<file path="config.mk">
export PLATFORM = sky130hd
export DESIGN_NAME = pts_sr_8_ctrl
export DESIGN_NICKNAME = d
export VERILOG_FILES = /design/src/rtl/sha_pkg.sv /design/src/rtl/pts_sr.sv /design/src/rtl/pts_sr_8_ctrl.sv
export SDC_FILE = /design/constraint.sdc
export NUM_CORES = 1
export LEC_CHECK = 0
export BUFFER_PORTS_ARGS = -buffer_cell sky130_fd_sc_hd__buf_4
export CORE_ASPECT_RATIO = 1.75
export CORE_MARGIN = 5
export CORE_UTILIZATION = 55
export DETAILED_ROUTE_END_ITERATION = 8
export GPL_ROUTABILITY_DRIVEN = 0
export PLACE_DENSITY = 0.81
export SLEW_MARGIN = 15
export SYNTH_ARGS = -nofsm -noshare
export SYNTH_HDL_FRONTEND = slang
export SYNTH_SLANG_ARGS = --single-unit
</file>
<file path="constraint.sdc">
create_clock -name clk -period 2.79 [get_ports clk]
set_clock_uncertainty 0.1 [all_clocks]
set_input_delay 0.558 -clock clk [delete_from_list [all_inputs] [get_ports clk]]
set_output_delay 0.558 -clock clk [all_outputs]
set_load 0.005 [all_outputs]
</file>
<file path="src/rtl/sha_pkg.sv">
// Types and constants shared by the SHA core, the serial-to-parallel collector
// and the parallel-to-serial output stage.
package sha_pkg;

  localparam int WORD_W    = 32;
  localparam int NUM_WORDS = 8;

  typedef logic [WORD_W-1:0]          hash_word_t;
  typedef hash_word_t [NUM_WORDS-1:0] hash_frame_t;

  typedef enum logic {
    ST_IDLE  = 1'b0,
    ST_SHIFT = 1'b1
  } pts_state_e;

endpackage : sha_pkg

</file>
<file path="src/rtl/pts_sr.sv">
// Generic word-wide parallel-to-serial shift register. The head word sits in
// the top slot; each shift moves the frame one word toward the head, zero-filling.
module pts_sr #(
  parameter int NUM_WORDS = 8,
  parameter int WORD_W    = 32
) (
  input  logic                        clk,
  input  logic                        n_rst,
  input  logic                        load_enable,
  input  logic                        shift_enable,
  input  logic [NUM_WORDS*WORD_W-1:0] parallel_in,
  output logic [WORD_W-1:0]           serial_out
);

  localparam int FRAME_W = NUM_WORDS * WORD_W;

  logic [FRAME_W-1:0] data_q, data_d;

  // Load wins over shift so a frame can be captured on the final transfer.
  always_comb begin
    data_d = data_q;
    if (load_enable) begin
      data_d = parallel_in;
    end else if (shift_enable) begin
      data_d = data_q << WORD_W;
    end
  end

  // NOTE: the frame buffer is deliberately reset; serial_out must read zero
  // out of reset, and that output is taken straight from this register.
  always_ff @(posedge clk or negedge n_rst) begin
    if (!n_rst) begin
      data_q <= '0;
    end else begin
      data_q <= data_d;
    end
  end

  assign serial_out = data_q[FRAME_W-1 -: WORD_W];

endmodule : pts_sr

</file>
<file path="src/rtl/pts_sr_8_ctrl.sv">
// 8-word parallel-to-serial output stage: captures a whole frame in one cycle
// and streams it one word per valid/ready transfer, with zero-bubble reload.
module pts_sr_8_ctrl
  import sha_pkg::*;
#(
  parameter int NUM_WORDS = sha_pkg::NUM_WORDS,
  parameter int WORD_W    = sha_pkg::WORD_W,
  parameter bit MSB_FIRST = 1'b1
) (
  input  logic                        clk,
  input  logic                        n_rst,
  input  logic                        load_enable,
  input  logic [NUM_WORDS*WORD_W-1:0] parallel_in,
  output logic                        load_ready,
  output logic [WORD_W-1:0]           serial_out,
  output logic                        out_valid,
  input  logic                        out_ready,
  output logic                        out_last,
  output logic                        busy,
  output logic                        done
);

  localparam int CNT_W = (NUM_WORDS > 1) ? $clog2(NUM_WORDS) : 1;
  localparam logic [CNT_W-1:0] LAST_IDX = CNT_W'(NUM_WORDS - 1);

  pts_state_e         state_q, state_d;
  logic [CNT_W-1:0]   cnt_q, cnt_d;
  logic               done_q, done_d;
  logic               xfer, load;
  logic [NUM_WORDS*WORD_W-1:0] frame_ordered;

  // The shift register always emits its top word first, so LSB-first frames
  // are word-reversed on the way in.
  always_comb begin
    frame_ordered = parallel_in;
    if (!MSB_FIRST) begin
      for (int i = 0; i < NUM_WORDS; i++) begin
        frame_ordered[(NUM_WORDS-1-i)*WORD_W +: WORD_W] = parallel_in[i*WORD_W +: WORD_W];
      end
    end
  end

  assign out_valid  = (state_q == ST_SHIFT);
  assign busy       = (state_q == ST_SHIFT);
  assign out_last   = out_valid && (cnt_q == LAST_IDX);
  assign load_ready = (state_q == ST_IDLE) || (out_last && out_ready);
  assign xfer       = out_valid && out_ready;
  assign load       = load_enable && load_ready;
  assign done       = done_q;

  // NOTE: every signal written here gets a default first, so no path through
  // the block can leave one unassigned and infer a latch.
  always_comb begin
    state_d = state_q;
    cnt_d   = cnt_q;
    done_d  = xfer && out_last;
    if (load) begin
      state_d = ST_SHIFT;
      cnt_d   = '0;
    end else if (xfer) begin
      cnt_d = cnt_q + CNT_W'(1);
      if (out_last) begin
        state_d = ST_IDLE;
      end
    end
  end

  // NOTE: sequential state uses non-blocking assignments only, so every flop
  // samples the pre-edge values regardless of statement order.
  always_ff @(posedge clk or negedge n_rst) begin
    if (!n_rst) begin
      state_q <= ST_IDLE;
      cnt_q   <= '0;
      done_q  <= 1'b0;
    end else begin
      state_q <= state_d;
      cnt_q   <= cnt_d;
      done_q  <= done_d;
    end
  end

  pts_sr #(
    .NUM_WORDS (NUM_WORDS),
    .WORD_W    (WORD_W)
  ) u_pts_sr (
    .clk          (clk),
    .n_rst        (n_rst),
    .load_enable  (load),
    .shift_enable (xfer),
    .parallel_in  (frame_ordered),
    .serial_out   (serial_out)
  );

endmodule : pts_sr_8_ctrl

</file>
==> reports/metrics.yaml, run 1 <==
logic_synthesis:
  synthCells: 1626
  ys_seq_area_share_pct: 37.3
  ys_warn_count: 0
  syn_nets: 1888
  yosysUniqueCellTypes: 29
  syn_area_per_cell_sq_um: 10.8
  syn_area_sq_um: 17500
  ys_ff_latch: 261
timing:
  fin_crit_ns: 2.67
  tightest_slew_ns: 0.992
  rsz0062_at_grt: "false"
  slew_headroom_pct: 32.5
  hold_viol: 0
  setup_violations: 0
  tns_ns: 0
  drv_slew: 0
  timing.hold.ws_ns: 0.124
  max_freq_mhz: 374
  fin_crit_sh_pct: 95.7
power_and_ir_drop:
  pwr-share-seq_pct: 39.3
  powerDensity_nw_per_um2: 786
  power_leakage_nw: 10.0
  swShare_pct: 32.6
  clockPowerShare_pct: 23.3
  power_frac_comb_pct: 37.4
  total_power_mw: 15.8
  peakVddDrop_mv: 0.645
  power.net_switching_mw: 5.16
  internal_power_mw: 10.7
clocking:
  cts_sinks: 261
  cts_buffers: 26
  h-tree-depth: 1
  clkSlewWorstSetupHoldPaths_ns: 0.06
  clk_latency_ns: 0.55
  clockRootBuffer: "clkbuf_16"
  clockBufferDepth: 3
  tritoncts: "built"
setup_path:
  cp_cell_sequence: "ha_1 -> ha_1 -> a21boi_2 -> inv_1 -> buf_4"
  crit_path_max_incr_delay_ns: 0.41
  worstPathRequired_ns: 2.13
  crit_cells: 5
  cp-start-kind: "flip-flop"
  reg2regPathDepth: 6
  crit_buf_inv: 2
  crit_top_cell: "ha_1"
  criticalPathCategory: "flip-flop to output pin"
  cp_slowest_cell: "dfrtp_1"
  crit_family: "adder cells"
  worstPathMaxFanout: 5
  critical_path_arrival_ns: 2.01
  endpoint_kind: "output pin"
route:
  dr.first_iter.drc_count: 767
  ant_nets: 0
  dr_wl_met2_mm: 22.6
  wl_met3_mm: 2.75
  drt_pre_antenna_iters: 5
  drc: 0
  routedWlPerCell_microns: 20.4
  drt-vias-per-instance: 6.11
  top_layer_used: "met4"
  drt_wl_total_mm: 45.2
  wl_met1_mm: 18.4
  vias: 13542
cells_and_area:
  layout_common_cells: "313 x buf_4, 260 x dfrtp_1, 225 x a21oi_1"
  layout.cells.non_filler: 2218
  final_nets: 2058
  drive_gt1_share_pct: 26.5
  layout_commonest_cell: "buf_4"
  synthToLayoutAreaGrowth_pct: 15.1
  design_area_sq_um: 20100
floorplan:
  io_pins: 297
  coreArea_sq_um: 31400
  die_y_microns: 246
  die_x_microns: 145
  initial_core_util_pct: 55.7
  die_area_sq_um: 35600
  rows: 86
place:
  port_buffers: 296
  dpl-instance-area_sq_um: 19200
  dp.cells: 2163
  hpwl_mm: 30.2
grt:
  antenna_found_initial: 10
  grt_pass1_vias: 13665
  track_usage_pct: 24.4
  grt_pass1_wl_mm: 71.8
  grt_max_degree: 170
  overflow: 0
run:
  drv_cap: 0
status:
  status: "complete, no violations"
min_path:
  min_path_cells: 2
  hold_class: "input port to flip-flop"
## final timing paths
check	from	endpoint	slack (ns)
min in group asynchronous	n_rst	u_pts_sr.data_q[36]$_DFFE_PN0P_	0.48
worst min register to register	u_pts_sr.data_q[8]$_DFFE_PN0P_	u_pts_sr.data_q[8]$_DFFE_PN0P_	0.39
max in group asynchronous	n_rst	u_pts_sr.data_q[56]$_DFFE_PN0P_	1.40
worst max register to register	cnt_q[0]$_DFFE_PN0P_	u_pts_sr.data_q[54]$_DFFE_PN0P_	0.52
worst min-delay path	parallel_in[8]	u_pts_sr.data_q[8]$_DFFE_PN0P_	0.12
worst max-delay path	cnt_q[0]$_DFFE_PN0P_	load_ready	0.12
## synth_stat cells
master	n	area (sq um)
nand2_4	1	11.3
inv_1	1	3.75
mux2i_4	1	22.5
nor2_1	1	3.75
clkbuf_1	27	101
o22ai_1	224	1400
a21oi_1	225	1130
a22o_1	35	307
or2_1	1	6.26
mux2_2	23	259
nand2b_1	224	1400
a31o_1	2	17.5
a21boi_2	1	11.3
buf_12	23	460
and3_1	1	6.26
buf_4	61	458
buf_6	11	124
buf_1	1	3.75
buf_8	1	15.0
and2_1	1	6.26
mux2_1	122	1370
mux2_4	80	1200
buf_2	68	340
ha_1	2	25.0
nor2b_1	2	12.5
dfrtp_1	261	6530
nor2b_2	1	8.76
nand2b_4	1	13.8
mux2i_1	224	2240
## power groups by stage
stage | clock network (mW) | logic, mW | registers (mW)
floorplan | 0 | 4.86 | 5.86
global placement | 0 | 5.68 | 6.12
detailed placement | 0 | 5.92 | 6.27
CTS | 3.78 | 5.97 | 6.20
global route | 3.92 | 6.55 | 6.39
finish | 3.70 | 5.92 | 6.22
## per-stage QoR
stage / util, % / worst slack (ns)
after global routing: 64.1 / 0.0394
after floorplan: - / 0.971
after CTS: 64.0 / 0.100
final: 64.1 / 0.119
after global placement: 61.2 / 0.592
after detailed placement: 61.2 / 0.533
## logic make-up (layout without fill, tap and decap cells)
family / after synthesis / count (layout) / synth area share (%)
AOI/OAI and AO/OA: 487 / 487 / 16.4
DFF: 261 / 261 / 37.3
other: 0 / 10 / 0
adders and majority gates: 2 / 2 / 0.143
and+or+nand+nor: 233 / 233 / 8.40
buffers and inverters: 193 / 379 / 8.61
muxes: 450 / 450 / 29.1
## repair_timing
item | in CTS | in global routing
endpoints found under the hold margin | 59 | 0
gates resized for setup | 0 | 0
hold buffers | 1 | 0
setup buffers | 0 | 0
## layer usage
metal  up-vias  track usage, %
met3        81            3.62
met1      6749            31.8
met2       374            40.5
met5         -               0
li1       6338               -
met4         0            9.64
## area by class of cell
cell class	count	area, sq um
antenna	10	25.0
clock buffer	38	767
clock inverter	6	108
fill	2482	11300
inverter	1	3.75
multi-input combinational	1172	9470
sequential	261	6540
tap	396	495
timing repair buffer	334	2740
## state kept, by name (all words and copies together), names as in the netlist
register / cells
u_pts_sr.data_q: 256
cnt_q: 3
busy: 1
done: 1
Power figures use the tool's default switching activity.
==> run 2, diff against run 1 <==
--- a/config.mk
+++ b/config.mk
@@ -11,6 +11,7 @@
 export CORE_UTILIZATION = 55
 export DETAILED_ROUTE_END_ITERATION = 8
 export GPL_ROUTABILITY_DRIVEN = 0
+export MAX_ROUTING_LAYER = met4
 export PLACE_DENSITY = 0.81
 export SLEW_MARGIN = 15
 export SYNTH_ARGS = -nofsm -noshare
==> reports/metrics.yaml, run 2 (same netlist as run 1, synthesis figures left out) <==
place:
  port_buffers: 296  # unchanged
  dp.cells: 2163  # unchanged
  dp_slack_ns: 0.533  # unchanged
  hpwl_mm: 30.2  # unchanged
  dpl-instance-area_sq_um: 19200  # unchanged
power_and_ir_drop:
  clockPowerShare_pct: 23.3  # about the same
  peakVddDrop_mv: 0.644  # -0.16%
  power_frac_comb_pct: 37.4  # about the same
  total_power_mw: 15.8  # about the same
  internal_power_mw: 10.7  # about the same
  swShare_pct: 32.6  # about the same
  pwr-share-seq_pct: 39.3  # about the same
  power_leakage_nw: 10.0  # unchanged
  powerDensity_nw_per_um2: 787  # about the same
  power.net_switching_mw: 5.16  # about the same
route:
  drt_pre_antenna_iters: 5  # unchanged
  vias: 13481  # -0.45%
  ant_nets: 0  # unchanged
  routedWlPerCell_microns: 20.4  # +0.14%
  drt-vias-per-instance: 6.08  # -0.50%
  drc: 0  # unchanged
  dr.first_iter.drc_count: 784  # +2.2%
  drt_wl_total_mm: 45.3  # +0.18%
clocking:
  clockRootBuffer: "clkbuf_16"
  cts_buffers: 26  # unchanged
  h-tree-depth: 1  # unchanged
  cts_sinks: 261  # unchanged
  clkSlewWorstSetupHoldPaths_ns: 0.06  # about the same
  clk_latency_ns: 0.55  # about the same
  clockBufferDepth: 3  # unchanged
  tritoncts: "built"
setup_path:
  timing.reg2reg.setup_slack_ns: 0.53  # about the same
  worstPathRequired_ns: 2.13  # about the same
  r2r-end: "u_pts_sr.data_q[247]$_DFFE_PN0P_"
  worstPathMaxFanout: 5  # unchanged
  reg2regPathDepth: 6  # unchanged
  criticalPathCategory: "flip-flop to output pin"
  endpoint_kind: "output pin"
  reg2reg_from: "cnt_q[0]$_DFFE_PN0P_"
  cp-start-kind: "flip-flop"
  critical_path_arrival_ns: 2.01  # about the same
floorplan:
  die_area_sq_um: 35600  # unchanged
  initial_core_util_pct: 55.7  # unchanged
  rows: 86  # unchanged
  coreArea_sq_um: 31400  # unchanged
  io_pins: 297  # unchanged
  die_x_microns: 145  # unchanged
  die_y_microns: 246  # unchanged
cells_and_area:
  largest_register: "u_pts_sr.data_q"
  design_area_sq_um: 20100  # about the same
  largestRegisters: "u_pts_sr.data_q: 256 flops, cnt_q: 3 flops"
  layout_commonest_cell: "buf_4"
  synthToLayoutAreaGrowth_pct: 15.2  # about the same
  multi_input_area_sq_um: 9470  # unchanged
  ff_latch_area_sq_um: 6540  # unchanged
  layout.cells.non_filler: 2219  # +0.045%
  final_core_util_pct: 64.1  # about the same
  layout_common_cells: "313 x buf_4, 260 x dfrtp_1, 225 x a21oi_1"
  drive_gt1_share_pct: 26.5  # unchanged
  largest_reg_flops: 256  # unchanged
  nFillCells: 2482  # unchanged
  final_nets: 2058  # unchanged
min_path:
  hold_end: "u_pts_sr.data_q[8]$_DFFE_PN0P_"
  min_path_cells: 2  # unchanged
  hold_class: "input port to flip-flop"
  min_from: "parallel_in[8]"
grt:
  track_usage_pct: 25.1  # +0.68 points
  grt_pass1_wl_mm: 71.8  # about the same
  grt_max_degree: 170  # unchanged
  grt_pass1_vias: 13663  # -0.015%
  antenna_found_initial: 10  # unchanged
  overflow: 0  # unchanged
timing:
  setup_violations: 0  # unchanged
  rsz0062_at_grt: "false"
  tightest_slew_ns: 0.986  # -0.00630 ns
  slew_headroom_pct: 32.9  # +0.43 points
  hold_viol: 0  # unchanged
  drv_slew: 0  # unchanged
  timing.hold.ws_ns: 0.122  # -0.00159 ns
  tns_ns: 0  # unchanged
  fin_crit_ns: 2.67  # +0.00111 ns
  max_freq_mhz: 374  # about the same
  setup_ws_ns: 0.118  # -0.00111 ns
  fin_crit_sh_pct: 95.8  # about the same
run:
  drv_cap: 0  # unchanged
status:
  status: "complete, no violations"
run 2: final cells by class:
class / instances / area share, %
antenna: 11 / 0.137
clock buffer: 38 / 3.81
clock inverter: 6 / 0.534
inverter: 1 / 0.0186
multi-input combinational: 1172 / 47.0
sequential: 261 / 32.4
tap: 396 / 2.46
timing repair buffer: 334 / 13.6
run 2: worst max-delay path by stage:
stage,from,end,slack [ns]
after CTS,cnt_q[0]$_DFFE_PN0P_,load_ready,0.1
after global routing,cnt_q[0]$_DFFE_PN0P_,load_ready,0.04
after global placement,load_enable,u_pts_sr.data_q[242]$_DFFE_PN0P_,0.59
after detailed placement,cnt_q[0]$_DFFE_PN0P_,u_pts_sr.data_q[247]$_DFFE_PN0P_,0.53
final,cnt_q[0]$_DFFE_PN0P_,load_ready,0.12
after floorplan,busy$_DFFE_PN0P_,out_last,0.97
run 2: timing repair:
action,CTS,global route
hold endpoints to repair,59,0
resized for setup,0,0
hold buffers,1,0
buffers inserted,0,0
run 2: power by group through the flow:
| stage | registers [mW] | clock network [mW] | logic (mW) |
|---|---|---|---|
| floorplan | 5.86 | 0 | 4.86 |
| global placement | 6.12 | 0 | 5.68 |
| detailed placement | 6.27 | 0 | 5.92 |
| CTS | 6.20 | 3.78 | 5.97 |
| global route | 6.39 | 3.92 | 6.55 |
| finish | 6.22 | 3.70 | 5.92 |
run 2: worst max-delay path, cell delays in order (launching register included):
cell and delay [ns]:
dfrtp_1 0.41, ha_1 0.21, ha_1 0.30, a21boi_2 0.33, inv_1 0.08, buf_4 0.15
run 2: per-layer routing:
| metal | wire length, microns | GRT usage [%] | up-vias |
|---|---|---|---|
| met5 | 0 | - | - |
| met4 | 1590 | 9.64 | 0 |
| met3 | 2640 | 3.41 | 90 |
| met2 | 22500 | 40.5 | 372 |
| met1 | 18600 | 32.0 | 6683 |
| li1 | - | - | 6336 |
==> run 3, diff against run 2 <==
--- a/config.mk
+++ b/config.mk
@@ -9,10 +9,11 @@
 export CORE_ASPECT_RATIO = 1.75
 export CORE_MARGIN = 5
 export CORE_UTILIZATION = 55
+export CTS_CLUSTER_SIZE = 20
 export DETAILED_ROUTE_END_ITERATION = 8
 export GPL_ROUTABILITY_DRIVEN = 0
 export MAX_ROUTING_LAYER = met4
-export PLACE_DENSITY = 0.81
+export PLACE_DENSITY = 0.78
 export SLEW_MARGIN = 15
 export SYNTH_ARGS = -nofsm -noshare
 export SYNTH_HDL_FRONTEND = slang
==> reports/metrics.yaml, run 3 (same netlist as run 1, synthesis figures left out) <==
clocking:
  clkSlewWorstSetupHoldPaths_ns: 0.07  # about the same
  clk_latency_ns: 0.55  # about the same
  hold_buffers: 1  # unchanged
  cts_resized: 0  # unchanged
  h-tree-depth: 1  # unchanged
  clockRootBuffer: "clkbuf_16"
  post_cts_buffers: 0  # unchanged
  clockBufferDepth: 3  # unchanged
  cts_buffers: 26  # unchanged
  cts_sinks: 261  # unchanged
  tritoncts: "built"
power_and_ir_drop:
  clockPowerShare_pct: 23.0  # -0.3 points
  power.net_switching_mw: 5.13  # -0.72%
  powerDensity_nw_per_um2: 784  # -0.37%
  internal_power_mw: 10.7  # -0.20%
  power_frac_comb_pct: 37.7  # +0.3 points
  power_leakage_nw: 10.0  # about the same
  peakVddDrop_mv: 0.630  # -2.1%
  total_power_mw: 15.8  # -0.37%
  pwr-share-seq_pct: 39.3  # about the same
  swShare_pct: 32.5  # -0.12 points
cells_and_area:
  final_core_util_pct: 64.1  # about the same
  drive_gt1_share_pct: 26.4  # -0.14 points
  largestRegisters: "u_pts_sr.data_q: 256 flops, cnt_q: 3 flops"
  largest_reg_flops: 256  # unchanged
  layout_common_cells: "307 x buf_4, 260 x dfrtp_1, 225 x a21oi_1"
  design_area_sq_um: 20100  # about the same
  final_nets: 2056  # -0.097%
  nFillCells: 2567  # +3.4%
  largest_register: "u_pts_sr.data_q"
  layout_commonest_cell: "buf_4"
  synthToLayoutAreaGrowth_pct: 15.2  # about the same
setup_path:
  criticalPathCategory: "flip-flop to output pin"
  critical_path_arrival_ns: 1.95  # -0.06 ns
  worstPathRequired_ns: 2.13  # about the same
  cp-start-kind: "flip-flop"
  endpoint_kind: "output pin"
  worstPathMaxFanout: 5  # unchanged
grt:
  track_usage_pct: 24.9  # -0.20 points
  grt_pass1_wl_mm: 71.4  # -0.54%
  grt_pass1_vias: 13534  # -0.94%
  grt_max_degree: 177  # +4.1%
  overflow: 0  # unchanged
  antenna_found_initial: 5  # -5
timing:
  rsz0062_at_grt: "false"
  max_freq_mhz: 383  # +2.4%
  hold_viol: 0  # unchanged
  slew_headroom_pct: 33.4  # +0.47 points
  tightest_slew_ns: 0.979  # -0.00683 ns
  setup_violations: 0  # unchanged
  fin_crit_ns: 2.61  # -0.0618 ns
  fin_crit_sh_pct: 93.6  # -2.2 points
  tns_ns: 0  # unchanged
  drv_slew: 0  # unchanged
route:
  dr.first_iter.drc_count: 818  # +4.3%
  drc: 0  # unchanged
  drt-vias-per-instance: 6.09  # +0.16%
  routedWlPerCell_microns: 20.2  # -1.1%
  ant_nets: 0  # unchanged
  drt_pre_antenna_iters: 5  # unchanged
  drt_wl_total_mm: 44.6  # -1.5%
  vias: 13454  # -0.20%
floorplan:
  io_pins: 297  # unchanged
  coreArea_sq_um: 31400  # unchanged
  die_area_sq_um: 35600  # unchanged
  initial_core_util_pct: 55.7  # unchanged
  die_y_microns: 246  # unchanged
  rows: 86  # unchanged
  die_x_microns: 145  # unchanged
place:
  dpl-instance-area_sq_um: 19300  # +0.18%
  hpwl_mm: 29.7  # -1.7%
  port_buffers: 296  # unchanged
run:
  drv_cap: 0  # unchanged
status:
  status: "complete, no violations"
min_path:
  hold_class: "input port to flip-flop"
[run 3: changes by cell type in the layout (fill, tap and decap cells not counted)]
cell	change
buf_4	-6
diode_2	-6
buf_12	+4
clkbuf_8	-2
clkbuf_1	+1
clkinv_2	+1
[run 3: critical path, stage by stage, from the launching register on]
cell	delay, ns
dfrtp_1	0.41
ha_1	0.21
ha_1	0.29
a21boi_2	0.27
inv_1	0.08
buf_4	0.15
[run 3: path summary, 6_finish.rpt]
kind,to,slack (ns),cells after the start,startpoint
max in group asynchronous,u_pts_sr.data_q[180]$_DFFE_PN0P_,1.42,3,n_rst
setup reg to reg,u_pts_sr.data_q[58]$_DFFE_PN0P_,0.50,6,cnt_q[0]$_DFFE_PN0P_
setup / recovery,load_ready,0.18,5,cnt_q[0]$_DFFE_PN0P_
hold reg to reg,u_pts_sr.data_q[22]$_DFFE_PN0P_,0.39,1,u_pts_sr.data_q[22]$_DFFE_PN0P_
hold / removal,u_pts_sr.data_q[7]$_DFFE_PN0P_,0.12,2,parallel_in[7]
min in group asynchronous,u_pts_sr.data_q[3]$_DFFE_PN0P_,0.40,2,n_rst
[run 3: layer usage]
metal | GRT usage [%] | wire, microns | vias up | share of wire (%)
li1 | - | - | 6335 | -
met1 | 33.3 | 18600 | 6639 | 42
met2 | 39.1 | 22000 | 407 | 49
met3 | 2.67 | 2610 | 73 | 5.8
met4 | 9.25 | 1430 | 0 | 3.2
met5 | - | 0 | - | 0
[run 3: area by class of cell]
| type | count | area (sq um) | area share [%] |
|---|---|---|---|
| well taps | 396 | 495 | 2.46 |
| clock buffers | 37 | 743 | 3.69 |
| diodes | 5 | 12.5 | 0.0621 |
| inverters | 1 | 3.75 | 0.0186 |
| clock inverters | 7 | 113 | 0.559 |
| multi-input cells | 1172 | 9470 | 47.0 |
| repair buffers | 332 | 2780 | 13.8 |
| flip-flops and latches | 261 | 6540 | 32.4 |
[run 3: power by group through the flow]
| stage | Combinational, mW | Clock (mW) | Sequential, mW |
|---|---|---|---|
| final | 5.95 | 3.63 | 6.21 |
| after global placement | 5.70 | 0 | 6.12 |
| after CTS | 5.99 | 3.70 | 6.18 |
| after detailed placement | 5.95 | 0 | 6.25 |
| after global routing | 6.61 | 3.85 | 6.38 |
| after floorplan | 4.86 | 0 | 5.86 |
[run 3: stage by stage]
step                      setup slack, ns  hold slack (ns)  std cells
after floorplan                     0.971            0.162       1626
after global placement              0.583            0.378       2161
after detailed placement            0.547            0.386       2161
after CTS                           0.186            0.102       2206
after global routing                0.101            0.109       2211
final                               0.180            0.119       2211
